===== config.mk =====
export PLATFORM = sky130hd
export DESIGN_NAME = pipe_hazard_ctrl
export DESIGN_NICKNAME = d
export VERILOG_FILES = /design/src/rtl/pipe_hazard_ctrl_pkg.sv /design/src/rtl/pipe_hazard_ctrl_hazard_detect.sv /design/src/rtl/pipe_hazard_ctrl.sv
export SDC_FILE = /design/constraint.sdc
export NUM_CORES = 1
export LEC_CHECK = 0
export BUFFER_PORTS_ARGS = -buffer_cell sky130_fd_sc_hd__buf_2
export CELL_PAD_IN_SITES_DETAIL_PLACEMENT = 1
export CELL_PAD_IN_SITES_GLOBAL_PLACEMENT = 1
export CORE_UTILIZATION = 25
export DETAILED_ROUTE_END_ITERATION = 8
export PLACE_DENSITY = 0.7
export REMOVE_ABC_BUFFERS = 1
export SLEW_MARGIN = 30
export SYNTH_ARGS = -nofsm -noshare
export SYNTH_HDL_FRONTEND = slang
export SYNTH_HIERARCHICAL = 1
export SYNTH_SLANG_ARGS = --single-unit

===== constraint.sdc =====
create_clock -name clk -period 2.55 [get_ports clk]
set_clock_uncertainty 0.15 [all_clocks]
set_input_delay 0.6375 -clock clk [delete_from_list [all_inputs] [get_ports clk]]
set_output_delay 0.6375 -clock clk [all_outputs]
set_load 0.01 [all_outputs]

===== src/rtl/pipe_hazard_ctrl_pkg.sv =====
// Shared types for the pipeline sequencing controller: FSM state encoding,
// the bundle of per-stage register enables/flushes, and the default drain depth.
package pipe_hazard_ctrl_pkg;

  typedef enum logic [1:0] {
    RUN    = 2'd0,
    DRAIN  = 2'd1,
    HALTED = 2'd2
  } pipe_ctrl_state_e;

  typedef struct packed {
    logic pc_en;
    logic if_id_en;
    logic if_id_flush;
    logic id_ex_en;
    logic id_ex_flush;
    logic ex_mem_en;
    logic mem_wb_en;
  } pipe_ctrl_t;

  localparam int PIPE_DRAIN_CYCLES = 3;

  // Every register advancing, nothing flushed.
  localparam pipe_ctrl_t CTRL_FLOW = '{pc_en: 1'b1, if_id_en: 1'b1, if_id_flush: 1'b0,
                                       id_ex_en: 1'b1, id_ex_flush: 1'b0,
                                       ex_mem_en: 1'b1, mem_wb_en: 1'b1};

  // Every register holding, nothing flushed.
  localparam pipe_ctrl_t CTRL_HOLD = '0;

  // Applied while reset is held: nothing loads, front stages read as empty.
  localparam pipe_ctrl_t CTRL_RESET = '{pc_en: 1'b0, if_id_en: 1'b0, if_id_flush: 1'b1,
                                        id_ex_en: 1'b0, id_ex_flush: 1'b1,
                                        ex_mem_en: 1'b0, mem_wb_en: 1'b0};

endpackage


===== src/rtl/pipe_hazard_ctrl_hazard_detect.sv =====
// Load-use hazard compare: the instruction in EX is a load whose destination
// is a source of the instruction in ID. Register x0 never creates a hazard.
module hazard_detect #(
  parameter int REG_ADDR_W = 5
) (
  input  logic [REG_ADDR_W-1:0] id_rs1,
  input  logic [REG_ADDR_W-1:0] id_rs2,
  input  logic                  ex_memread,
  input  logic [REG_ADDR_W-1:0] ex_rd,
  output logic                  load_use
);

  // Pure combinational compare, evaluated in the same cycle as the decode.
  always_comb begin
    load_use = ex_memread && (ex_rd != '0) && ((ex_rd == id_rs1) || (ex_rd == id_rs2));
  end

endmodule


===== src/rtl/pipe_hazard_ctrl.sv =====
// Pipeline sequencing controller: per-stage enable/flush for load-use stall,
// taken-branch squash, data-memory wait and halt drain.
// Optional feature macro: PIPE_PERF_CNT_EN adds stall_cycles / flush_events counters.
module pipe_hazard_ctrl
  import pipe_hazard_ctrl_pkg::*;
#(
  parameter int REG_ADDR_W   = 5,
  parameter int DRAIN_CYCLES = PIPE_DRAIN_CYCLES
) (
  input  logic                  clk,
  input  logic                  reset,
  input  logic [REG_ADDR_W-1:0] id_rs1,
  input  logic [REG_ADDR_W-1:0] id_rs2,
  input  logic                  id_halt,
  input  logic                  ex_memread,
  input  logic [REG_ADDR_W-1:0] ex_rd,
  input  logic                  ex_br_taken,
  input  logic                  mem_busy,
`ifdef PIPE_PERF_CNT_EN
  output logic [31:0]           stall_cycles,
  output logic [31:0]           flush_events,
`endif
  output logic                  pc_en,
  output logic                  if_id_en,
  output logic                  if_id_flush,
  output logic                  id_ex_en,
  output logic                  id_ex_flush,
  output logic                  ex_mem_en,
  output logic                  mem_wb_en,
  output logic                  halted
);

  localparam int CNT_W = $clog2(DRAIN_CYCLES + 1);

  pipe_ctrl_state_e state_q, state_d;
  logic [CNT_W-1:0] cnt_q, cnt_d;
  pipe_ctrl_t       ctrl;
  logic             load_use;
  logic             halted_d;

  hazard_detect #(.REG_ADDR_W(REG_ADDR_W)) u_hazard_detect (
    .id_rs1     (id_rs1),
    .id_rs2     (id_rs2),
    .ex_memread (ex_memread),
    .ex_rd      (ex_rd),
    .load_use   (load_use)
  );

  // State and drain-counter registers; reset aborts any drain back to RUN.
  always_ff @(posedge clk or posedge reset) begin
    if (reset) begin
      state_q <= RUN;
      cnt_q   <= '0;
    end else begin
      state_q <= state_d;
      cnt_q   <= cnt_d;
    end
  end

  // Next-state and same-cycle stage controls, resolved in priority order.
  always_comb begin
    state_d  = state_q;
    cnt_d    = cnt_q;
    ctrl     = CTRL_FLOW;
    halted_d = 1'b0;
    if (reset) begin
      ctrl = CTRL_RESET;
    end else begin
      unique case (state_q)
        RUN: begin
          if (mem_busy) begin
            // Whole pipe frozen; hazards are re-evaluated once memory answers.
            ctrl = CTRL_HOLD;
          end else if (ex_br_taken) begin
            // Wrong-path IF and ID contents are discarded, including a halt or load-use.
            ctrl.if_id_flush = 1'b1;
            ctrl.id_ex_flush = 1'b1;
          end else if (load_use) begin
            // Hold PC and IF/ID, inject one bubble into EX.
            ctrl.pc_en       = 1'b0;
            ctrl.if_id_en    = 1'b0;
            ctrl.id_ex_flush = 1'b1;
          end else if (id_halt) begin
            // Halt proceeds into EX; nothing behind it is fetched.
            ctrl.pc_en       = 1'b0;
            ctrl.if_id_flush = 1'b1;
            state_d          = DRAIN;
            cnt_d            = CNT_W'(DRAIN_CYCLES);
          end
        end
        DRAIN: begin
          ctrl.pc_en       = 1'b0;
          ctrl.if_id_en    = 1'b0;
          ctrl.if_id_flush = 1'b1;
          ctrl.id_ex_en    = !mem_busy;
          ctrl.id_ex_flush = 1'b1;
          ctrl.ex_mem_en   = !mem_busy;
          ctrl.mem_wb_en   = !mem_busy;
          if (!mem_busy) begin
            if (cnt_q == CNT_W'(1)) begin
              state_d = HALTED;
              cnt_d   = '0;
            end else begin
              cnt_d = cnt_q - CNT_W'(1);
            end
          end
        end
        HALTED: begin
          ctrl     = CTRL_HOLD;
          halted_d = 1'b1;
        end
        default: begin
          ctrl    = CTRL_HOLD;
          state_d = RUN;
        end
      endcase
    end
  end

  assign pc_en       = ctrl.pc_en;
  assign if_id_en    = ctrl.if_id_en;
  assign if_id_flush = ctrl.if_id_flush;
  assign id_ex_en    = ctrl.id_ex_en;
  assign id_ex_flush = ctrl.id_ex_flush;
  assign ex_mem_en   = ctrl.ex_mem_en;
  assign mem_wb_en   = ctrl.mem_wb_en;
  assign halted      = halted_d;

`ifdef PIPE_PERF_CNT_EN
  logic [31:0] stall_q, stall_d;
  logic [31:0] flush_q, flush_d;

  // Saturating event counts, only meaningful while the pipe is running.
  always_comb begin
    stall_d = stall_q;
    flush_d = flush_q;
    if (state_q == RUN) begin
      if ((mem_busy || load_use) && (stall_q != 32'hFFFF_FFFF)) stall_d = stall_q + 32'd1;
      if (!mem_busy && ex_br_taken && (flush_q != 32'hFFFF_FFFF)) flush_d = flush_q + 32'd1;
    end
  end

  // Counter registers.
  always_ff @(posedge clk or posedge reset) begin
    if (reset) begin
      stall_q <= '0;
      flush_q <= '0;
    end else begin
      stall_q <= stall_d;
      flush_q <= flush_d;
    end
  end

  assign stall_cycles = stall_q;
  assign flush_events = flush_q;
`endif

endmodule


==> flow_metrics.tcl, run 1 <==
set metrics [dict create \
    cp-start-kind "primary input" \
    period_share_pct 112.1 \
    synth_seq_area_share_pct 20.94 \
    synthAdderAreaFrac_pct 2.618 \
    post_dp_cell_area_sq_um 660.6 \
    grt_pass1_vias 601 \
    die-area_sq_um 2091 \
    start_util_pct 27.09 \
    worstPathMaxFanout 4 \
    worst-r2r-setup-slack_ns 1.09 \
    nets 118 \
    clk_latency_ns 0.24 \
    outcome "complete, but fails checks" \
    ios 29 \
    wl_um 1716 \
    synth-simple-area-share_pct 25.13 \
    seq_area_sq_um 100.1 \
    clkSinkCount 4 \
    syn_area_per_cell_sq_um 8.241 \
    dr.pass1.iters 4 \
    cts_tree "done" \
    synthMuxAreaShare_pct 0 \
    finalSetupViolCount 4 \
    relSlewSlack_pct 78.96 \
    timing.rr.end "cnt_q[1]$_DFFE_PP0P_" \
    pre_cts_ws_ns -0.3139 \
    grt_setup_unrepaired "yes" \
    rr_startpoint "state_q[1]$_DFFE_PP0P_" \
    timing.hold.ws_ns 0.2043 \
    cts.reportedPaths.clkPinSlew_ns 0.04 \
    hpwlAfterDp_um 1114 \
    place_inst 113 \
    grt_usage_pct 16.64 \
    diodes 0 \
    via_per_inst 4.697 \
    synth_top_family_by_area "simple AND/OR/NAND/NOR gates" \
    layout-drive-gt1-share_pct 60.64 \
    cts_root_buffer "clkbuf_4" \
    end_kind "output pin" \
    clock.fmax_ghz 0.3499 \
    nFillCells 238 \
    arrival_ns 2.07 \
    hold_viol 0 \
    fin_tns_setup_ns -1.068 \
    grt_max_degree 10 \
    powerDensity_nw_per_um2 564.3 \
    route.met2.wl_um 799 \
    yosys_register_bits 4 \
    critPathKind "in2out" \
    wl_per_cell_um 14.42 \
    met1Wirelength_um 801 \
    antenna_found_initial 0 \
    critPathMaxStageDelay_ns 0.24 \
    crit_chain "buf_6 > xor2_2 > nor3_2 > nand3_2 > a21oi_4 > inv_2 > buf_6 > o211a_1 > buf_2" \
    synth_cells 58 \
    fin_ws_ns -0.3079 \
    area_delta_synth_final_pct 71.20 \
    timing.final.max_slew_violations 0 \
    synth_compound_area_share_pct 24.35 \
    failed_checks "setup timing" \
    fin_crit_ns 2.858 \
    htreeDepth 1 \
    yosys.area_share.xor_xnor_pct 18.32 \
    endpoint "if_id_en" \
    port_buffers 28 \
    drc_errors 0 \
    numCtsBuffers 3 \
    multi_input_area_sq_um 414.1 \
    drtIter0Drc 8 \
    fin_area_sq_um 818.3 \
    grt-ovfl-total 0 \
    max-cap-violations 0 \
    synth.distinct_cells 27 \
    drtAntennaViolNets 0 \
    cp.required_ns 1.76 \
    dr_total_vias 559 \
    layout.cells.non_filler 119 \
    grt_pass1_wl_um 2497 \
    hold_class "in2async" \
    syn-cell-area_sq_um 478.0 \
    dr.max_layer_used "met4" \
    crit_path_top_delay_cell "nor3_2" \
    fp-row-count 15 \
    worst_pin_slew_ns 0.3157 \
    ff2ff_path_depth 4 \
    fp.dieH_um 45.73 \
    gp_congestion 0.7416 \
    yosysWarnings 6 \
    die_w_um 45.73 \
    clk_path_buf_depth 2 \
    wl_met3_um 71 \
    crit_start "id_rs1[4]" \
    ir_drop_v 0.0002212 \
    core_sq_um 1764 \
    p_leak_nw 0.3890 \
    crit_path_frequent_cell "buf_6" \
]
[through the flow]
step | util, % | power, mW
2_1_floorplan | - | 0.2587
3_3_place_gp | 37.45 | 0.3446
3_5_place_dp | 37.45 | 0.3489
4_1_cts | 41.13 | 0.4428
5_1_grt | 46.38 | 0.4993
6_report | 46.38 | 0.4617
[placed cells by master (no fill, tap or decap), types with 2 or more instances in the layout]
master	netlist	final
nor3_2	0	2
inv_1	4	3
o21ai_1	2	2
buf_4	2	8
xor2_2	0	2
xor2_1	6	4
nor2b_1	3	3
o21a_1	2	2
nand2_1	2	2
clkbuf_4	0	3
o31ai_1	2	2
dfrtp_1	4	4
o21ai_0	3	2
xnor2_1	4	3
o211a_1	2	2
buf_2	0	23
nor2_1	4	2
buf_6	1	4
[cell families (layout without fill, tap and decap cells)]
family                   after synthesis  in the layout
AO/OA/AOI/OAI                         16             16
XOR/XNOR                              10             10
adder cells (fa/ha/maj)                1              1
buffers and inverters                  7             43
flip-flops                             4              4
AND/OR/NAND/NOR                       20             20
[state kept, by name (all words and copies together) (netlist names)]
signal   count
state_q      2
cnt_q        2
[power by group]
part	switching (mW)	internal [mW]
sequential	0.0409	0.0919
clock	0.0266	0.0527
combinational	0.131	0.119
[worst min path at each step]
| stage | startpoint | slack [ns] | cells after the start | to |
|---|---|---|---|---|
| 2_1_floorplan | reset | 0.27 | 1 | cnt_q[0]$_DFFE_PP0P_ |
| 3_3_place_gp | cnt_q[1]$_DFFE_PP0P_ | 0.40 | 2 | cnt_q[1]$_DFFE_PP0P_ |
| 3_5_place_dp | cnt_q[0]$_DFFE_PP0P_ | 0.41 | 2 | cnt_q[0]$_DFFE_PP0P_ |
| 4_1_cts | reset | 0.20 | 2 | state_q[1]$_DFFE_PP0P_ |
| 5_1_grt | reset | 0.22 | 2 | state_q[1]$_DFFE_PP0P_ |
| 6_report | reset | 0.20 | 2 | state_q[0]$_DFFE_PP0P_ |
[layout make-up]
class,count,area share (%)
tap,25,3.823
multi-input combinational,47,50.61
clock buffer,3,2.752
inverter,4,1.835
timing repair buffer,36,28.75
sequential,4,12.23
[synthesized netlist by cell type (all sizes together)]
| cell | instances | area [sq um] |
|---|---|---|
| nor2 | 4 | 15.01 |
| nor2b | 3 | 18.77 |
| nor3 | 4 | 31.28 |
| xor2 | 6 | 52.55 |
| nand4 | 1 | 6.260 |
| a211oi | 1 | 12.51 |
| o21ai | 6 | 33.78 |
| buf | 3 | 26.27 |
| and3b | 1 | 10.01 |
| nand2b | 1 | 6.260 |
| nand2 | 2 | 7.510 |
| inv | 4 | 15.01 |
| o21a | 2 | 15.01 |
| xnor2 | 4 | 35.03 |
| o211a | 2 | 20.02 |
| or4 | 1 | 7.510 |
| o31ai | 2 | 15.01 |
| ha | 1 | 12.51 |
| a221o | 1 | 10.01 |
| and3 | 1 | 7.510 |
| dfrtp | 4 | 100.1 |
| a21oi | 2 | 10.01 |
| nand3 | 2 | 10.01 |
[worst max-delay path, delay by kind of cell]
kind                   cells  cell delay [ns]
AND/OR/NAND/NOR            2             0.39
AO/OA/AOI/OAI              2             0.45
XOR/XNOR                   1             0.16
buffers and inverters      4             0.43
[layer usage]
layer / vias to the layer above / global-route usage [%]
met5: - / 0
met4: 0 / 9.412
met3: 6 / 2.381
met2: 20 / 27.71
met1: 259 / 20.29
li1: 274 / -
[repair_timing]
action / CTS / global route
gates cloned: 0 / 0
hold buffers: 0 / 0
pin swaps: 10 / 11
setup endpoints to repair: 4 / 4
resized for setup: 9 / 17
setup buffers: 2 / 1
Power figures use the tool's default switching activity.
==> run 2: changes to the inputs <==
--- a/config.mk
+++ b/config.mk
@@ -5,7 +5,7 @@
 export SDC_FILE = /design/constraint.sdc
 export NUM_CORES = 1
 export LEC_CHECK = 0
-export BUFFER_PORTS_ARGS = -buffer_cell sky130_fd_sc_hd__buf_2
+export BUFFER_PORTS_ARGS = -buffer_cell sky130_fd_sc_hd__clkbuf_2
 export CELL_PAD_IN_SITES_DETAIL_PLACEMENT = 1
 export CELL_PAD_IN_SITES_GLOBAL_PLACEMENT = 1
 export CORE_UTILIZATION = 25
==> run 2 against run 1 <==
- non-clock buffer count decreased by 1
- worst hold slack got worse by 0.0021 ns
- cell count decreased by 0.84%
- critical path depth unchanged
- maximum frequency increased by 3.5%
- combinational power decreased by 4%
- first-iteration DRC count decreased by 25%
- the flow still finishes with violations (setup timing)
- routed wire length decreased by 13%
- flip-flop and latch count unchanged
==> flow_metrics.tcl, run 2 (synthesis results as in run 1) <==
set metrics [dict create \
    worst_pin_slew_ns 0.3012 \
    layout-drive-gt1-share_pct 53.76 \
    wl_per_cell_um 12.62 \
    period_share_pct 108.2 \
    worst-r2r-setup-slack_ns 1.09 \
    powerDensity_nw_per_um2 582.5 \
    grt_usage_pct 17.31 \
    wl_um 1489 \
    dr.pass1.iters 3 \
    gp_congestion 0.7569 \
    endpoint "pc_en" \
    timing.final.max_slew_violations 0 \
    mostFrequentLayoutCells "21 x clkbuf_2, 6 x buf_4, 6 x xor2_1" \
    clock.fmax_ghz 0.3623 \
    numCtsBuffers 3 \
    htreeDepth 1 \
    relSlewSlack_pct 79.92 \
    start_util_pct 27.09 \
    crit_start "ex_rd[4]" \
    layout.cells.non_filler 118 \
    port_buffers 28 \
    core_sq_um 1764 \
    outcome "complete, but fails checks" \
    drtIter0Drc 6 \
    clk_latency_ns 0.24 \
    ir_drop_v 0.0002352 \
    switching_share_pct 41.20 \
    pwr-share-clk_pct 17.5 \
    cts_root_buffer "clkbuf_4" \
    fin_ws_ns -0.2100 \
    p_comb_share_pct 53.7 \
    timing.rr.end "state_q[0]$_DFFE_PP0P_" \
    drc_errors 0 \
    dr_total_vias 547 \
    drtAntennaViolNets 0 \
    max-cap-violations 0 \
    cp-start-kind "primary input" \
    antenna_found_initial 0 \
    worstPathMaxFanout 3 \
    fin_area_sq_um 764.5 \
    hold_class "in2async" \
    ff2ff_path_depth 4 \
    hpwlAfterDp_um 1161 \
    clk_path_buf_depth 2 \
    p_int_mw 0.2618 \
    ios 29 \
    place_inst 113 \
    end_kind "output pin" \
    via_per_inst 4.636 \
    layout_commonest_cell "clkbuf_2" \
    critPathKind "in2out" \
    p_leak_nw 0.3788 \
    fin_crit_ns 2.760 \
    post_dp_cell_area_sq_um 660.6 \
    rr_startpoint "cnt_q[0]$_DFFE_PP0P_" \
    grt_setup_unrepaired "yes" \
    top_regs "cnt_q (2), state_q (2)" \
    fp-row-count 15 \
    hold_viol 0 \
    diodes 0 \
    failed_checks "setup timing" \
    cts_tree "done" \
    nFillCells 238 \
    die_w_um 45.73 \
    die-area_sq_um 2091 \
    clkSinkCount 4 \
    cts.reportedPaths.clkPinSlew_ns 0.04 \
    grt_pass1_vias 574 \
    grt-ovfl-total 0 \
    finalSetupViolCount 4 \
    nets 117 \
    area_delta_synth_final_pct 59.95 \
    grt_max_degree 10 \
    multi_input_area_sq_um 361.6 \
    seq_area_sq_um 100.1 \
    cp.required_ns 1.76 \
    pre_cts_ws_ns -0.3105 \
    power_frac_seq_pct 28.8 \
    power.switching_mw 0.1835 \
    arrival_ns 1.97 \
    p_total_mw 0.4453 \
    grt_pass1_wl_um 2566 \
    fp.dieH_um 45.73 \
]
==> run 2: critical path, cell delays in order <==
cell and delay [ns]:
clkbuf_8 0.12, xor2_1 0.15, nor3_1 0.22, nand3_1 0.12, a21oi_2 0.21, buf_4 0.15, nor2_2 0.03, o211a_1 0.20
buf_6 0.12
==> run 2: power by group through the flow <==
stage               clock network, mW  registers (mW)  logic, mW
global route                   0.0865           0.133      0.262
finish                         0.0779           0.128      0.239
global placement                    0           0.130      0.215
floorplan                           0           0.119      0.140
detailed placement                  0           0.128      0.221
CTS                            0.0815           0.129      0.228
==> run 2: metal layers <==
metal	track usage, %	vias to the layer above	part of all wire [%]
li1	-	275	-
met1	24.16	256	53
met2	27.43	16	43
met3	4.762	0	3.6
met4	1.765	0	0
met5	0	-	0
==> run 2: layout make-up <==
cell class	instances	share of cell area (%)
clock buffer	3	2.946
multi-input combinational	47	47.30
sequential	4	13.09
tap	25	4.092
inverter	4	1.964
timing repair buffer	35	30.61
==> run 2: repair_timing <==
item | 4_1_cts | 5_1_grt
setup buffers | 2 | 0
hold buffers | 0 | 0
resized for setup | 8 | 12
pin swaps | 5 | 11
setup endpoints to repair | 4 | 4
==> run 2: stage by stage <==
step | hold slack, ns | util (%) | TNS, ns
after floorplan | 0.2732 | - | -0.08173
after global placement | 0.4041 | 37.45 | -0.9951
after detailed placement | 0.4074 | 37.45 | -1.012
after CTS | 0.1987 | 41.63 | -0.8622
after global routing | 0.2303 | 43.33 | -1.088
final | 0.2023 | 43.33 | -0.7520
==> run 2: how the worst min path moves through the flow <==
stage	depth (start not counted)	slack (ns)	endpoint
after floorplan	1	0.27	cnt_q[0]$_DFFE_PP0P_
after global placement	2	0.40	cnt_q[1]$_DFFE_PP0P_
after detailed placement	2	0.41	cnt_q[0]$_DFFE_PP0P_
after CTS	2	0.20	state_q[1]$_DFFE_PP0P_
after global routing	2	0.23	state_q[1]$_DFFE_PP0P_
final	2	0.20	state_q[1]$_DFFE_PP0P_
